File: config.mk
export PLATFORM = sky130hd
export DESIGN_NAME = pe_mac_sys
export DESIGN_NICKNAME = d
export VERILOG_FILES = /design/src/rtl/pe_mac_sys.sv
export SDC_FILE = /design/constraint.sdc
export NUM_CORES = 1
export LEC_CHECK = 0
export ABC_CLOCK_PERIOD_IN_PS = 12400
export CAP_MARGIN = 30
export CELL_PAD_IN_SITES_DETAIL_PLACEMENT = 1
export CELL_PAD_IN_SITES_GLOBAL_PLACEMENT = 1
export CORE_ASPECT_RATIO = 0.6
export CORE_UTILIZATION = 45
export DETAILED_ROUTE_END_ITERATION = 8
export GPL_ROUTABILITY_DRIVEN = 0
export PLACE_DENSITY = 0.79
export SLEW_MARGIN = 20
export SYNTH_ARGS = -nofsm -noshare
export SYNTH_HDL_FRONTEND = slang
export SYNTH_SLANG_ARGS = --single-unit
File: constraint.sdc
create_clock -name clk -period 12.4 [get_ports clk]
set_clock_uncertainty 0.05 [all_clocks]
set_input_delay 3.72 -clock clk [delete_from_list [all_inputs] [get_ports clk]]
set_output_delay 3.72 -clock clk [all_outputs]
set_load 0.005 [all_outputs]
File: src/rtl/pe_mac_sys.sv
// rtl/pe_mac_sys.sv - weight-stationary systolic PE with double-buffered weight and handshaked result
module pe_mac_sys #(
  parameter int DATA_W   = 8,
  parameter int WGT_W    = 8,
  parameter int ACC_W    = 20,
  parameter int SIGNED   = 1,
  parameter int SATURATE = 1
) (
  input  logic              clk,
  input  logic              rst,
  input  logic              w_load,
  input  logic [WGT_W-1:0]  w_in,
  input  logic              w_swap,
  input  logic              in_valid,
  input  logic [DATA_W-1:0] in_data,
  input  logic              in_last,
  output logic              fwd_valid,
  output logic [DATA_W-1:0] fwd_data,
  output logic              fwd_last,
  output logic              res_valid,
  input  logic              res_ready,
  output logic [ACC_W-1:0]  res_data,
  output logic              res_sat,
  input  logic              err_clr,
  output logic              ovr_err
);

  localparam int PW = DATA_W + WGT_W;
  localparam int SW = ACC_W + 1;

  generate
    if (ACC_W < PW) begin : g_acc_w_check
      $error("pe_mac_sys: ACC_W must be at least DATA_W+WGT_W");
    end
  endgenerate

  typedef enum logic {ACC_IDLE, ACC_RUN} acc_st_t;
  typedef enum logic {RES_EMPTY, RES_FULL} res_st_t;

  acc_st_t          acc_st;
  res_st_t          res_st;
  logic [WGT_W-1:0] w_sh;
  logic [WGT_W-1:0] w_act;
  logic [ACC_W-1:0] acc;
  logic             sat_acc;

  logic             sgn;
  logic             done;
  logic [PW-1:0]    a_ext;
  logic [PW-1:0]    b_ext;
  logic [PW-1:0]    prod;
  logic [SW-1:0]    prod_x;
  logic [SW-1:0]    acc_x;
  logic [SW-1:0]    sum;
  logic [ACC_W-1:0] acc_base;
  logic             sat_base;
  logic             ovf;
  logic [ACC_W-1:0] sum_acc;
  logic             sum_sat;

  assign sgn  = (SIGNED != 0);
  assign done = in_valid & in_last;

  // Multiply and add at ACC_W+1 bits, then clamp or wrap into the accumulator width
  always_comb begin
    a_ext    = {{WGT_W{sgn & in_data[DATA_W-1]}}, in_data};
    b_ext    = {{DATA_W{sgn & w_act[WGT_W-1]}}, w_act};
    prod     = a_ext * b_ext;
    prod_x   = {{(SW-PW){sgn & prod[PW-1]}}, prod};
    acc_base = (acc_st == ACC_RUN) ? acc : '0;
    sat_base = (acc_st == ACC_RUN) ? sat_acc : 1'b0;
    acc_x    = {sgn & acc_base[ACC_W-1], acc_base};
    sum      = acc_x + prod_x;
    ovf      = sgn ? (sum[SW-1] ^ sum[SW-2]) : sum[SW-1];
    sum_acc  = sum[ACC_W-1:0];
    sum_sat  = sat_base;
    if ((SATURATE != 0) && ovf) begin
      sum_sat = 1'b1;
      if (sgn) begin
        sum_acc = sum[SW-1] ? {1'b1, {(ACC_W-1){1'b0}}} : {1'b0, {(ACC_W-1){1'b1}}};
      end else begin
        sum_acc = '1;
      end
    end
  end

  // Shadow/active weight pair; swap copies the pre-load shadow value
  always_ff @(posedge clk or negedge rst) begin
    if (!rst) begin
      w_sh  <= '0;
      w_act <= '0;
    end else begin
      if (w_load) w_sh <= w_in;
      if (w_swap) w_act <= w_sh;
    end
  end

  // Unconditional one-stage forwarding to the east neighbour
  always_ff @(posedge clk or negedge rst) begin
    if (!rst) begin
      fwd_valid <= 1'b0;
      fwd_data  <= '0;
      fwd_last  <= 1'b0;
    end else begin
      fwd_valid <= in_valid;
      fwd_data  <= in_data;
      fwd_last  <= in_last;
    end
  end

  // Accumulator FSM: accumulate while running, restart from zero on every completion
  always_ff @(posedge clk or negedge rst) begin
    if (!rst) begin
      acc_st  <= ACC_IDLE;
      acc     <= '0;
      sat_acc <= 1'b0;
    end else if (in_valid) begin
      if (in_last) begin
        acc_st  <= ACC_IDLE;
        acc     <= '0;
        sat_acc <= 1'b0;
      end else begin
        acc_st  <= ACC_RUN;
        acc     <= sum_acc;
        sat_acc <= sum_sat;
      end
    end
  end

  // Single-entry result holding stage; a completion that finds it full and stalled is dropped
  always_ff @(posedge clk or negedge rst) begin
    if (!rst) begin
      res_st    <= RES_EMPTY;
      res_valid <= 1'b0;
      res_data  <= '0;
      res_sat   <= 1'b0;
      ovr_err   <= 1'b0;
    end else begin
      if (res_st == RES_EMPTY) begin
        if (done) begin
          res_st    <= RES_FULL;
          res_valid <= 1'b1;
          res_data  <= sum_acc;
          res_sat   <= sum_sat;
        end
      end else begin
        if (done && res_ready) begin
          res_data <= sum_acc;
          res_sat  <= sum_sat;
        end else if (!done && res_ready) begin
          res_st    <= RES_EMPTY;
          res_valid <= 1'b0;
        end
      end
      if (done && (res_st == RES_FULL) && !res_ready) begin
        ovr_err <= 1'b1;
      end else if (err_clr) begin
        ovr_err <= 1'b0;
      end
    end
  end

endmodule

==> results of run 1 <==
-- Yosys cell counts, drive strengths merged, types with 2 or more instances --
cell type | count | area (um^2)
nor3 | 4 | 20.02
nand2 | 62 | 232.7
o22ai | 22 | 168.9
buf | 4 | 37.53
maj3 | 19 | 214.0
o21ai | 26 | 133.9
ha | 48 | 600.6
inv | 113 | 424.2
nor4 | 4 | 25.02
o21a | 3 | 22.52
a31oi | 3 | 18.77
a21oi | 17 | 88.84
and2 | 48 | 302.8
a41o | 2 | 20.02
a21o | 6 | 45.04
xnor2 | 9 | 78.83
fa | 92 | 1842
nand2b | 7 | 43.79
clkbuf | 15 | 56.30
dfrtp | 72 | 1802
o21bai | 2 | 15.01
mux2 | 15 | 168.9
xor2 | 10 | 87.58
nand3 | 4 | 20.02
nor2 | 11 | 41.29
and3 | 5 | 41.29
-- logic make-up (layout without fill, tap and decap cells) --
family                     after synthesis  count (layout)
muxes                                   15              15
and+or+nand+nor                        150             150
xor gates and xnor gates                19              19
buffers and inverters                  133             190
DFF                                     72              72
AOI/OAI and AO/OA                       86              86
adders and majority gates              159             159
-- placed cells by master (no fill, tap or decap), drive strengths merged, types with 2 or more instances in the layout --
master,n
o21bai,2
inv,113
clkdlybuf4s50,55
nand2b,7
fa,92
bufinv,2
ha,48
buf,6
nand2,62
nor3,4
nor2,11
nand3,4
a31oi,3
a21o,6
xnor2,9
a21oi,17
xor2,10
mux2,15
o21a,3
a41o,2
o22ai,22
nor4,4
and3,5
dfrtp,72
maj3,19
and2,48
o21ai,26
clkbuf,10
clkinv,3
-- worst max-delay path: cells and delay by family --
| kind | cells | cell delay (ps) |
|---|---|---|
| buf+inv | 1 | 660 |
| simple gates | 3 | 1720 |
| fa+ha+maj | 7 | 3130 |
| compound gates | 5 | 1120 |
-- registers in the layout, summed over array words and instances, names as in the netlist --
register   flops
fwd_last       1
res_valid      1
w_act          8
acc           20
sat_acc        1
fwd_valid      1
res_st         1
fwd_data       8
res_data      20
acc_st         1
w_sh           8
res_sat        1
ovr_err        1
-- cell type report --
| cell class | instances | area [um^2] | area share |
|---|---|---|---|
| multi-input cells | 429 | 4315 | 0.5581 |
| flip-flops and latches | 72 | 1802 | 0.2330 |
| repair buffers | 61 | 626.9 | 0.08107 |
| inverters | 114 | 427.9 | 0.05534 |
| well taps | 192 | 240.2 | 0.03107 |
| clock buffers | 10 | 239.0 | 0.03091 |
| clock inverters | 5 | 81.33 | 0.01052 |
-- routing by layer --
metal,track usage,vias to the layer above,wire [um]
li1,-,2127,-
met1,0.3013,2422,7362
met2,0.4243,67,8314
met3,0.03791,29,458
met4,0.08172,0,382
met5,0,-,0
-- through the flow --
stage / instance area [um^2] / hold slack, ps
after floorplan: 6639 / 369.2
after global placement: 7358 / 377.0
after detailed placement: 7358 / 399.5
after CTS: 7679 / 407.8
after global routing: 7732 / 429.4
final: 7732 / 404.5
-- path summary, 6_finish.rpt --
check,start,to,slack [ps],depth (start not counted)
hold reg to reg,res_st$_DFF_PN0_,res_valid$_DFFE_PN0P_,400,1
min in group asynchronous,rst,acc[5]$_DFFE_PN0P_,3260,1
setup / recovery,in_data[7],acc[12]$_DFFE_PN0P_,2180,16
max in group asynchronous,rst,res_st$_DFF_PN0_,8470,2
hold / removal,res_st$_DFF_PN0_,res_valid$_DFFE_PN0P_,400,1
setup reg to reg,acc_st$_DFFE_PN0P_,acc[12]$_DFFE_PN0P_,5560,18
==> flow_metrics.tcl, run 1 <==
set metrics [dict create \
    synthCells 634 \
    relSlewSlack 0.3771 \
    startpoint_type "input pin" \
    drv_cap 0 \
    dp.cells 865 \
    ctsResizeCount 0 \
    synth_xor_area_frac 0.02507 \
    synth_cell_types 44 \
    drt_iter0_markers 146 \
    start_util 0.4729 \
    die_w_um 158.8 \
    timing.final.ws_setup_ps 2179 \
    run_status "completed" \
    first_pass_iters 4 \
    cts.sinks 72 \
    hold_class "flop to flop" \
    fmax_ghz 0.09784 \
    cp-end-kind "flop" \
    tns_ps 0 \
    place_ws_ps 1394 \
    wl_per_cell_um 18.71 \
    fin_nets 851 \
    cts_setup_buffers 0 \
    grt_antenna_before_repair 0 \
    cts_buffers 9 \
    period_share 0.8243 \
    hold_buffers 0 \
    antenna_left 0 \
    core_area_mm2 0.01404 \
    wirelength_mm 16.52 \
    slowest_delay_ps 850 \
    post-route-min-period_ps 10220 \
    cp.arrival_ps 10360 \
    grt_pass1_vias 5347 \
    syn_nets 798 \
    worstMarginPinSlew_ps 934.3 \
    critPathKind "input pin to flop" \
    synth_compound_area_frac 0.08368 \
    slew_violations 0 \
    drc 0 \
    required_ps 12540 \
    utilization 0.5508 \
    grt_overflow 0 \
    ys_seq_elements 72 \
    yosys.area_share.simple 0.1157 \
    fillCellCount 1509 \
    finalHoldViolations 0 \
    vias 4645 \
    syn_area_mm2 0.006639 \
    track_usage 0.2386 \
    cp_slowest_cell "and3_1" \
    synth-async-reset-ratio 1.000 \
    clk_pin_slew_ps 60 \
    instances_no_fill 883 \
    yosysWarningCount 0 \
    cts_tree "done" \
    grt_max_degree 73 \
    crit_chain "clkdlybuf4s50_1 > and2_1 > fa_1 > fa_1 > fa_1 > fa_1 > ha_1 > ha_1 > and2_4 > a41o_1 > a21o_1 > a41o_1 > o311ai_1 > and3_1 > maj3_2 > o22ai_1" \
    routed_via_density 5.260 \
    synth-main-ff-cell "dfrtp_1" \
    diodes 0 \
    grt_setup_unrepaired "false" \
    yosysSeqAreaShare 0.2714 \
    rows 33 \
    grt_pass1_wl_mm 27.81 \
    synth_top_family_by_area "adder cells" \
    drive_gt1_frac 0.09696 \
    muxShareOfSynthArea 0.02544 \
    cts_max_level 3 \
    place_hpwl_mm 13.10 \
    cp_common_cell "fa_1" \
    clk_latency_ps 340 \
    syn_to_final_growth_pct 16.47 \
    die_area_mm2 0.01526 \
    dieHeight_um 96.09 \
    io_pins 57 \
    setup_viol 0 \
    synth_edf_count 0 \
    portBuffers 56 \
    synth_fa_ha_area_frac 0.4001 \
    cts_buffer_depth 2 \
    crit_path_max_fanout 19 \
    syn_avg_cell_area_um2 10.47 \
    cts_root_buf "clkbuf_16" \
]
Power of run 1 is left out: the tool's default activity adds up to more than one toggle a clock period on the data nets, which glitch-free logic cannot reach.
==> run 2, diff against run 1 <==
--- a/config.mk
+++ b/config.mk
@@ -5,12 +5,12 @@
 export SDC_FILE = /design/constraint.sdc
 export NUM_CORES = 1
 export LEC_CHECK = 0
-export ABC_CLOCK_PERIOD_IN_PS = 12400
+export ABC_CLOCK_PERIOD_IN_PS = 8350
 export CAP_MARGIN = 30
 export CELL_PAD_IN_SITES_DETAIL_PLACEMENT = 1
 export CELL_PAD_IN_SITES_GLOBAL_PLACEMENT = 1
 export CORE_ASPECT_RATIO = 0.6
-export CORE_UTILIZATION = 45
+export CORE_UTILIZATION = 43
 export DETAILED_ROUTE_END_ITERATION = 8
 export GPL_ROUTABILITY_DRIVEN = 0
 export PLACE_DENSITY = 0.79
==> constraint.sdc (replaced) <==
create_clock -name clk -period 8.35 [get_ports clk]
set_clock_uncertainty 0.05 [all_clocks]
set_input_delay 2.505 -clock clk [delete_from_list [all_inputs] [get_ports clk]]
set_output_delay 2.505 -clock clk [all_outputs]
set_load 0.005 [all_outputs]
==> run 2 against run 1 <==
  * Final area rose by 2.4%
  * Worst setup slack lost 1900 ps
  * Non-clock buffer count is 23 higher
  * Critical endpoint is now acc[11]$_DFFE_PN0P_
  * Highest routed layer unchanged
==> flow_metrics.tcl, run 2 (synthesis results as in run 1) <==
set metrics [dict create \
    run_status "completed" \
    die_area_mm2 0.01596 \
    startpoint_type "input pin" \
    first_pass_iters 4 \
    cts_max_level 3 \
    cp.arrival_ps 8270 \
    cts_buffers 9 \
    hold_class "flop to flop" \
    instances_no_fill 913 \
    setup_viol 0 \
    rows 34 \
    wl_per_cell_um 17.93 \
    fmax_ghz 0.1238 \
    routed_via_density 5.209 \
    vias 4756 \
    r2r_slack_ps 2060 \
    regToRegEndpoint "acc[11]$_DFFE_PN0P_" \
    utilization 0.5362 \
    grt_pass1_vias 5576 \
    drv_cap 0 \
    wirelength_mm 16.37 \
    grt_antenna_before_repair 0 \
    cts_setup_buffers 0 \
    crit_path_max_fanout 20 \
    drive_gt1_frac 0.1259 \
    final_common_cell "inv_1" \
    drc 0 \
    startpoint "in_data[7]" \
    grt_setup_unrepaired "false" \
    cts.sinks 72 \
    diodes 0 \
    regToRegStartpoint "acc_st$_DFFE_PN0P_" \
    cts_root_buf "clkbuf_16" \
    dp.cells 895 \
    grt_overflow 0 \
    drt_iter0_markers 169 \
    post-route-min-period_ps 8076 \
    placed_area_mm2 0.007559 \
    antenna_left 0 \
    slew_violations 0 \
    place_hpwl_mm 12.95 \
    cts_buffer_depth 2 \
    syn_to_final_growth_pct 19.22 \
    relSlewSlack 0.5357 \
    final_cell_mix "inv_1 (113), fa_1 (92), dfrtp_1 (72)" \
    worstMarginPinSlew_ps 696.5 \
    critPathKind "input pin to flop" \
    core_area_mm2 0.01476 \
    finalHoldViolations 0 \
    grt_max_degree 73 \
    reg.largest.list "acc x20, res_data x20" \
    setup.worst_path.end "acc[11]$_DFFE_PN0P_" \
    clk_latency_ps 350 \
    track_usage 0.2315 \
    required_ps 8550 \
    portBuffers 56 \
    ctsResizeCount 0 \
    start_util 0.4497 \
    hold_buffers 0 \
    clk_pin_slew_ps 70 \
    cp-end-kind "flop" \
    io_pins 57 \
    fin_nets 874 \
    die_w_um 162.4 \
    fin_area_mm2 0.007915 \
    worstRegToRegCells 18 \
    cts_tree "done" \
    dieHeight_um 98.25 \
    grt_pass1_wl_mm 28.39 \
    period_share 0.9672 \
]
-- run 2: cell count changes in the layout (fill, tap and decap cells not counted), sizes merged --
cell	change
buf	+23
clkinv	-1
clkinvlp	+1
inv	+1
-- run 2: per-stage QoR --
step / TNS (ps) / setup slack (ps) / hold WS [ps]
final: 0 / 273.7 / 406.8
after global routing: 0 / 21.02 / 428.2
after CTS: 0 / 283.0 / 409.2
after detailed placement: -57.86 / -56.07 / 400.3
after global placement: 0 / 129.4 / 374.6
after floorplan: 0 / 312.4 / 369.2
-- run 2: how the worst min path moves through the flow --
stage	start	to	slack, ps	cells past startpoint
floorplan	res_st$_DFF_PN0_	res_valid$_DFFE_PN0P_	370	1
global placement	res_st$_DFF_PN0_	res_valid$_DFFE_PN0P_	370	1
detailed placement	res_st$_DFF_PN0_	res_valid$_DFFE_PN0P_	400	1
CTS	res_st$_DFF_PN0_	res_valid$_DFFE_PN0P_	410	1
global route	res_st$_DFF_PN0_	res_valid$_DFFE_PN0P_	430	1
finish	res_st$_DFF_PN0_	res_valid$_DFFE_PN0P_	410	1
-- run 2: cell type report --
| cell class | count | area [um^2] |
|---|---|---|
| Multi-Input combinational cell | 429 | 4315 |
| Clock buffer | 10 | 229.0 |
| Timing Repair Buffer | 84 | 800.8 |
| Inverter | 114 | 427.9 |
| Clock inverter | 6 | 92.59 |
| Sequential cell | 72 | 1802 |
| Fill cell | 1609 | 6847 |
| Tap cell | 198 | 247.7 |
-- run 2: routing by layer --
metal / wire (um) / GRT usage / part of all wire / up-vias
li1: - / - / - / 2174
met1: 7190 / 0.3057 / 0.44 / 2484
met2: 8439 / 0.3988 / 0.52 / 77
met3: 498 / 0.03398 / 0.030 / 21
met4: 238 / 0.06096 / 0.015 / 0
met5: 0 / 0 / 0 / -
-- run 2: critical path: stages --
cell and delay, ps:
clkdlybuf4s50_1 470, buf_4 170, and2_1 180, buf_4 260, fa_1 490, fa_1 540
inv_1 60, fa_1 530, inv_1 50, fa_1 450, ha_1 290, ha_1 320
a21oi_1 200, o21ai_0 210, a21oi_1 210, nor2b_1 70, or4_4 680, maj3_2 380
o22ai_1 190
Power of run 2 is left out for the same reason.
